[config.mk]
export PLATFORM = sky130hd
export DESIGN_NAME = write_order_arbiter_flat
export DESIGN_NICKNAME = d
export VERILOG_FILES = /design/src/rtl/write_order_arbiter_pkg.sv /design/src/rtl/write_order_arbiter_if.sv /design/src/rtl/write_order_arbiter_fifo.sv /design/src/rtl/write_order_arbiter.sv /design/src/flat_wrapper.sv
export SDC_FILE = /design/constraint.sdc
export NUM_CORES = 1
export LEC_CHECK = 0
export ABC_AREA = 1
export ABC_CLOCK_PERIOD_IN_PS = 1600
export CAP_MARGIN = 40
export CORE_MARGIN = 4
export CORE_UTILIZATION = 30
export CTS_CLUSTER_SIZE = 12
export DETAILED_ROUTE_END_ITERATION = 8
export GPL_ROUTABILITY_DRIVEN = 0
export GPL_TIMING_DRIVEN = 0
export HOLD_SLACK_MARGIN = 0.06
export PLACE_DENSITY = 0.57
export SLEW_MARGIN = 20
export SYNTH_ARGS = -nofsm -noshare
export SYNTH_HDL_FRONTEND = slang
export SYNTH_SLANG_ARGS = --single-unit
[constraint.sdc]
create_clock -name clk -period 1.6 [get_ports clk]
set_clock_uncertainty 0.1 [all_clocks]
set_input_delay 0.32 -clock clk [delete_from_list [all_inputs] [get_ports clk]]
set_output_delay 0.32 -clock clk [all_outputs]
set_load 0.1 [all_outputs]
[src/rtl/write_order_arbiter_pkg.sv]
// rtl/write_order_arbiter_pkg.sv - shared state encoding and width helpers for the write order arbiter
package write_order_arbiter_pkg;

   typedef enum logic {
      IDLE  = 1'b0,
      GRANT = 1'b1
   } aw_state_e;

   localparam int DEF_M   = 2;
   localparam int DEF_NOT = 2;

   // Index width for n items, never narrower than one bit
   function automatic int idx_w(input int n);
      return (n > 1) ? $clog2(n) : 1;
   endfunction

endpackage

[src/rtl/write_order_arbiter_if.sv]
// rtl/write_order_arbiter_if.sv - per-slave AW/W scheduling signals between crossbar and arbiter
interface write_order_arbiter_if
   import write_order_arbiter_pkg::*;
#(
   parameter int M   = DEF_M,
   parameter int NOT = DEF_NOT
);
   localparam int SW = idx_w(M);
   localparam int OW = $clog2(NOT) + 1;

   logic [M-1:0]  AW_valid_f;
   logic          AW_ready_s;
   logic [M-1:0]  AW_grant_f;
   logic [SW-1:0] AW_sel;
   logic          AW_en;
   logic [M-1:0]  W_valid_f;
   logic [M-1:0]  W_last_f;
   logic          W_ready_s;
   logic [SW-1:0] W_sel;
   logic          W_en;
   logic [OW-1:0] outstanding;
   logic          full;
   logic          empty;

   // master: the arbiter, which drives the crossbar selectors
   modport master (
      input  AW_valid_f, AW_ready_s, W_valid_f, W_last_f, W_ready_s,
      output AW_grant_f, AW_sel, AW_en, W_sel, W_en, outstanding, full, empty
   );

   modport slave (
      output AW_valid_f, AW_ready_s, W_valid_f, W_last_f, W_ready_s,
      input  AW_grant_f, AW_sel, AW_en, W_sel, W_en, outstanding, full, empty
   );

endinterface

[src/rtl/write_order_arbiter_fifo.sv]
// rtl/write_order_arbiter_fifo.sv - in-order queue of accepted AW master indices
module wr_order_fifo #(
   parameter  int WIDTH = 1,
   parameter  int DEPTH = 2,
   localparam int PW    = $clog2(DEPTH),
   localparam int CW    = PW + 1
) (
   input  logic             clk,
   input  logic             clr,
   input  logic             push,
   input  logic             pop,
   input  logic [WIDTH-1:0] din,
   output logic [WIDTH-1:0] head,
   output logic [CW-1:0]    count,
   output logic             full,
   output logic             empty
);
   logic [WIDTH-1:0] mem_q [DEPTH];
   logic [WIDTH-1:0] mem_d [DEPTH];
   logic [PW-1:0]    wr_ptr_q, wr_ptr_d;
   logic [PW-1:0]    rd_ptr_q, rd_ptr_d;
   logic [CW-1:0]    count_q, count_d;

   // Pointers are exactly log2(DEPTH) bits, so they wrap without explicit compare
   always_comb begin
      mem_d    = mem_q;
      wr_ptr_d = wr_ptr_q;
      rd_ptr_d = rd_ptr_q;
      count_d  = count_q;
      if (push) begin
         mem_d[wr_ptr_q] = din;
         wr_ptr_d        = wr_ptr_q + 1'b1;
      end
      if (pop) begin
         rd_ptr_d = rd_ptr_q + 1'b1;
      end
      case ({push, pop})
         2'b10:   count_d = count_q + 1'b1;
         2'b01:   count_d = count_q - 1'b1;
         default: count_d = count_q;
      endcase
   end

   always_ff @(posedge clk or negedge clr) begin
      if (!clr) begin
         mem_q    <= '{default: '0};
         wr_ptr_q <= '0;
         rd_ptr_q <= '0;
         count_q  <= '0;
      end else begin
         mem_q    <= mem_d;
         wr_ptr_q <= wr_ptr_d;
         rd_ptr_q <= rd_ptr_d;
         count_q  <= count_d;
      end
   end

   assign head  = mem_q[rd_ptr_q];
   assign count = count_q;
   assign full  = (count_q == CW'(DEPTH));
   assign empty = (count_q == '0);

endmodule

[src/rtl/write_order_arbiter.sv]
// rtl/write_order_arbiter.sv - round-robin AW arbiter with in-order W steering for one slave port
module write_order_arbiter
   import write_order_arbiter_pkg::*;
#(
   parameter int M                     = DEF_M,
   parameter int NUM_OUTSTANDING_TRANS = DEF_NOT
) (
   input logic                   clk,
   input logic                   clr,
   write_order_arbiter_if.master bus
);
   localparam int SW = idx_w(M);
   localparam int OW = $clog2(NUM_OUTSTANDING_TRANS) + 1;

   aw_state_e     state_q, state_d;
   logic [SW-1:0] rr_q, rr_d;
   logic [SW-1:0] aw_sel_q, aw_sel_d;
   logic [M-1:0]  grant_q, grant_d;
   logic          aw_en_q, aw_en_d;
   logic [SW-1:0] winner;
   logic          found;
   logic          aw_hs, push, w_hs, pop;
   logic [SW-1:0] head;
   logic [OW-1:0] count;
   logic          fifo_full, fifo_empty;

   // Scan rr_q, rr_q+1, ... modulo M; first valid requester wins
   always_comb begin
      int            tmp;
      logic [SW-1:0] idx;
      winner = '0;
      found  = 1'b0;
      tmp    = 0;
      idx    = '0;
      for (int i = 0; i < M; i++) begin
         tmp = int'(rr_q) + i;
         if (tmp >= M) tmp = tmp - M;
         idx = SW'(tmp);
         if (!found && bus.AW_valid_f[idx]) begin
            found  = 1'b1;
            winner = idx;
         end
      end
   end

   // A dropped AWVALID keeps the grant; only a real handshake releases it
   assign aw_hs = (state_q == GRANT) & bus.AW_valid_f[aw_sel_q] & bus.AW_ready_s;

   always_comb begin
      state_d  = state_q;
      rr_d     = rr_q;
      aw_sel_d = aw_sel_q;
      grant_d  = grant_q;
      aw_en_d  = aw_en_q;
      push     = 1'b0;
      unique case (state_q)
         IDLE: begin
            if (found && !fifo_full) begin
               state_d  = GRANT;
               aw_sel_d = winner;
               grant_d  = M'(1) << winner;
               aw_en_d  = 1'b1;
            end
         end
         GRANT: begin
            if (aw_hs) begin
               push    = 1'b1;
               rr_d    = (aw_sel_q == SW'(M - 1)) ? '0 : aw_sel_q + 1'b1;
               state_d = IDLE;
               grant_d = '0;
               aw_en_d = 1'b0;
            end
         end
         default: state_d = IDLE;
      endcase
   end

   always_ff @(posedge clk or negedge clr) begin
      if (!clr) begin
         state_q  <= IDLE;
         rr_q     <= '0;
         aw_sel_q <= '0;
         grant_q  <= '0;
         aw_en_q  <= 1'b0;
      end else begin
         state_q  <= state_d;
         rr_q     <= rr_d;
         aw_sel_q <= aw_sel_d;
         grant_q  <= grant_d;
         aw_en_q  <= aw_en_d;
      end
   end

   assign w_hs = !fifo_empty & bus.W_valid_f[head] & bus.W_ready_s;
   assign pop  = w_hs & bus.W_last_f[head];

   wr_order_fifo #(
      .WIDTH (SW),
      .DEPTH (NUM_OUTSTANDING_TRANS)
   ) u_order_fifo (
      .clk   (clk),
      .clr   (clr),
      .push  (push),
      .pop   (pop),
      .din   (aw_sel_q),
      .head  (head),
      .count (count),
      .full  (fifo_full),
      .empty (fifo_empty)
   );

   assign bus.AW_grant_f  = grant_q;
   assign bus.AW_sel      = aw_sel_q;
   assign bus.AW_en       = aw_en_q;
   assign bus.W_sel       = head;
   assign bus.W_en        = !fifo_empty;
   assign bus.outstanding = count;
   assign bus.full        = fifo_full;
   assign bus.empty       = fifo_empty;

endmodule
[src/flat_wrapper.sv]
// flat-port wrapper written by rule: the top's interface ports become plain ports
module write_order_arbiter_flat import write_order_arbiter_pkg::*;
#(
   parameter int M                     = DEF_M,
   parameter int NUM_OUTSTANDING_TRANS = DEF_NOT
)
  (clk, clr, bus_AW_valid_f, bus_AW_ready_s, bus_W_valid_f, bus_W_last_f, bus_W_ready_s, bus_AW_grant_f, bus_AW_sel, bus_AW_en, bus_W_sel, bus_W_en, bus_outstanding, bus_full, bus_empty);
  write_order_arbiter_if #(.M(M)) bus_i ();
  input logic clk;
  input logic clr;
  input wire logic [$bits(bus_i.AW_valid_f)-1:0] bus_AW_valid_f;
  input wire logic [$bits(bus_i.AW_ready_s)-1:0] bus_AW_ready_s;
  input wire logic [$bits(bus_i.W_valid_f)-1:0] bus_W_valid_f;
  input wire logic [$bits(bus_i.W_last_f)-1:0] bus_W_last_f;
  input wire logic [$bits(bus_i.W_ready_s)-1:0] bus_W_ready_s;
  output wire logic [$bits(bus_i.AW_grant_f)-1:0] bus_AW_grant_f;
  output wire logic [$bits(bus_i.AW_sel)-1:0] bus_AW_sel;
  output wire logic [$bits(bus_i.AW_en)-1:0] bus_AW_en;
  output wire logic [$bits(bus_i.W_sel)-1:0] bus_W_sel;
  output wire logic [$bits(bus_i.W_en)-1:0] bus_W_en;
  output wire logic [$bits(bus_i.outstanding)-1:0] bus_outstanding;
  output wire logic [$bits(bus_i.full)-1:0] bus_full;
  output wire logic [$bits(bus_i.empty)-1:0] bus_empty;
  assign bus_i.AW_valid_f = bus_AW_valid_f;
  assign bus_i.AW_ready_s = bus_AW_ready_s;
  assign bus_i.W_valid_f = bus_W_valid_f;
  assign bus_i.W_last_f = bus_W_last_f;
  assign bus_i.W_ready_s = bus_W_ready_s;
  assign bus_AW_grant_f = bus_i.AW_grant_f;
  assign bus_AW_sel = bus_i.AW_sel;
  assign bus_AW_en = bus_i.AW_en;
  assign bus_W_sel = bus_i.W_sel;
  assign bus_W_en = bus_i.W_en;
  assign bus_outstanding = bus_i.outstanding;
  assign bus_full = bus_i.full;
  assign bus_empty = bus_i.empty;
  write_order_arbiter #(.M(M), .NUM_OUTSTANDING_TRANS(NUM_OUTSTANDING_TRANS)) u_core (.clk(clk), .clr(clr), .bus(bus_i));
endmodule
==> flow_summary.json <==
{
  "ys_seq_elements": 12,
  "pin_count": 20,
  "first_pass_iters": 4,
  "critPathMaxStageDelay_ns": 0.50,
  "post-route-min-period_ns": 1.637,
  "worstSetupPathType": "register to output port",
  "final_nets": 126,
  "slew_viol_final": 0,
  "cts_hold_buf": 0,
  "whs_ns": 0.3016,
  "worstMarginPinSlew_ns": 0.5498,
  "die_w_um": 53.67,
  "tns_ns": -0.05963,
  "failed_checks": "negative setup slack",
  "cts_buffer_depth": 2,
  "die_y_um": 53.67,
  "first_global_vias": 642,
  "synth.most_common_cell": "nand2_1",
  "path_cells": "buf_6 > nor2_4 > buf_12",
  "gr-total-overflow": 0,
  "start_util_pct": 31.89,
  "drive_gt1_share_pct": 42.11,
  "port_buffers": 19,
  "synth_top_area_cell": "dfrtp_1",
  "worstPathRequired_ns": 1.18,
  "cts-root-buf": "clkbuf_4",
  "synth_edf_count": 0,
  "postRouteAntennaNets": 0,
  "finalSetupViolCount": 3,
  "wirelength_mm": 1.613,
  "slowest_stage": "dfrtp_4",
  "synth_nets": 88,
  "worstPathArrival_ns": 1.22,
  "fillers": 186,
  "worstHoldPathType": "input pin to async pin",
  "drv_cap": 0,
  "netlist_instances": 77,
  "drt-vias-per-instance": 4.404,
  "syn_area_um2": 625.6,
  "h-tree-depth": 1,
  "fin_ws_ns": -0.03702,
  "synth_top_flop_cell": "dfrtp_1",
  "clock.fmax_ghz": 0.6109,
  "antenna_found_initial": 0,
  "async_flop_share_pct": 100.0,
  "core_um2": 1962,
  "synth_top_cell_area_share_pct": 48.00,
  "start_kind": "register",
  "max_slew_margin_pct": 63.23,
  "yosys_warnings": 0,
  "period_share_pct": 102.3,
  "n_antenna_cell": 0,
  "hold_violations": 0,
  "track_usage_pct": 13.14,
  "outcome": "finished with violations",
  "syn_area_per_cell_um2": 8.125,
  "clk_latency_ns": 0.27,
  "synth_cell_type_count": 19,
  "clkTransAtPathRegs_ns": 0.07,
  "grt_pass1_wl_mm": 2.684,
  "syn_to_final_growth_pct": 83.80,
  "num_vias": 621,
  "drc": 0,
  "grt_max_degree": 13,
  "rsz0062_at_grt": "true",
  "ys_seq_area_share_pct": 48.00,
  "dp_hpwl_mm": 1.205,
  "num_rows": 16,
  "netlist_top_cells_area": "dfrtp_1, nand2_1, inv_1, nand3_1, nor2_1",
  "die_area_um2": 2880,
  "cts_tree": "yes",
  "synthTopCellsByCount": "nand2_1, dfrtp_1, inv_1",
  "dr.first_iter.drc_count": 10,
  "end_kind": "output port",
  "cts_sinks": 12,
  "path_max_fanout": 3,
  "wire_per_inst_um": 11.44,
  "numCtsBuffers": 3
}
==> state kept, by name (all words and copies together), names as in the netlist <==
name / flops
u_core.bus.AW_grant_f: 2
u_core.u_order_fifo.count: 2
u_core.u_order_fifo.mem_q: 2
u_core.bus.AW_en: 1
u_core.bus.AW_sel: 1
u_core.rr_q: 1
u_core.state_q: 1
u_core.u_order_fifo.rd_ptr_q: 1
u_core.u_order_fifo.wr_ptr_q: 1
==> routing by layer <==
metal	vias to the layer above	global-route usage, %	part of all wire (%)
li1	313	-	-
met1	281	14.31	39
met2	23	24.40	53
met3	4	2.770	6.5
met4	0	5.106	1.4
met5	-	0	0
==> cells in the final DEF, fill, tap and decap left out, types with 5 or more instances in the layout <==
cell	instances
nand2_1	18
clkdlybuf4s50_1	7
inv_1	7
dfrtp_1	9
buf_12	10
inv_2	5
buf_4	7
buf_6	5
nand3_1	7
==> critical path: cells and delay by family, from the launching register on <==
family / cells / cell delay (ns)
AND/OR/NAND/NOR: 1 / 0.12
flip-flops: 1 / 0.50
buffers and inverters: 2 / 0.32
==> kinds of logic after synthesis <==
kind of cell / count (synthesis) / synth area share [%]
XOR/XNOR: 2 / 2.801
buffers and inverters: 12 / 7.199
AO/OA/AOI/OAI: 6 / 4.799
AND/OR/NAND/NOR: 44 / 35.20
adder cells (fa/ha/maj): 1 / 2.000
flip-flops: 12 / 48.00
==> per-stage QoR <==
step | std cells | utilization, % | instance area [um^2] | setup WS, ns
CTS | 135 | 55.29 | 1085 | -0.07649
global route | 141 | 58.61 | 1150 | -0.07659
floorplan | 77 | - | 664.4 | -0.6177
detailed placement | 133 | 52.93 | 1039 | -0.3786
global placement | 123 | 45.28 | 888.4 | -0.6092
finish | 141 | 58.61 | 1150 | -0.03702
==> worst paths after layout <==
path,to,depth (start not counted),start,slack [ns]
worst max-delay path,bus_full,3,u_core.u_order_fifo.count[0]$_DFFE_PN0P_,-0.04
max in group asynchronous,u_core.u_order_fifo.count[0]$_DFFE_PN0P_,1,clr,0.69
worst max register to register,u_core.u_order_fifo.count[1]$_DFFE_PN0P_,8,u_core.u_order_fifo.count[0]$_DFFE_PN0P_,0.02
worst min-delay path,u_core.bus.AW_grant_f[0]$_DFFE_PN0P_,1,clr,0.30
min in group clk,u_core.u_order_fifo.mem_q[0]$_DFFE_PN0P_,2,u_core.u_order_fifo.mem_q[0]$_DFFE_PN0P_,0.38
worst min register to register,u_core.u_order_fifo.mem_q[0]$_DFFE_PN0P_,2,u_core.u_order_fifo.mem_q[0]$_DFFE_PN0P_,0.38
==> layout make-up <==
| cell class | instances | area, um^2 | share of cell area (%) |
|---|---|---|---|
| Clock buffer | 4 | 26.28 | 2.285 |
| Inverter | 12 | 45.04 | 3.917 |
| Multi-Input combinational cell | 53 | 320.3 | 27.86 |
| Sequential cell | 12 | 309.0 | 26.88 |
| Tap cell | 27 | 33.78 | 2.938 |
| Timing Repair Buffer | 33 | 415.4 | 36.13 |
==> what timing repair did <==
| action | 4_1_cts | 5_1_grt |
|---|---|---|
| gates cloned | 0 | 0 |
| endpoints found under the setup margin | 11 | 8 |
| pin swaps | 3 | 9 |
| buffers inserted | 3 | 6 |
| resized for setup | 33 | 9 |
Power is not shown: default switching activity piles up to over one toggle a cycle in this logic, so the estimate is an artifact.
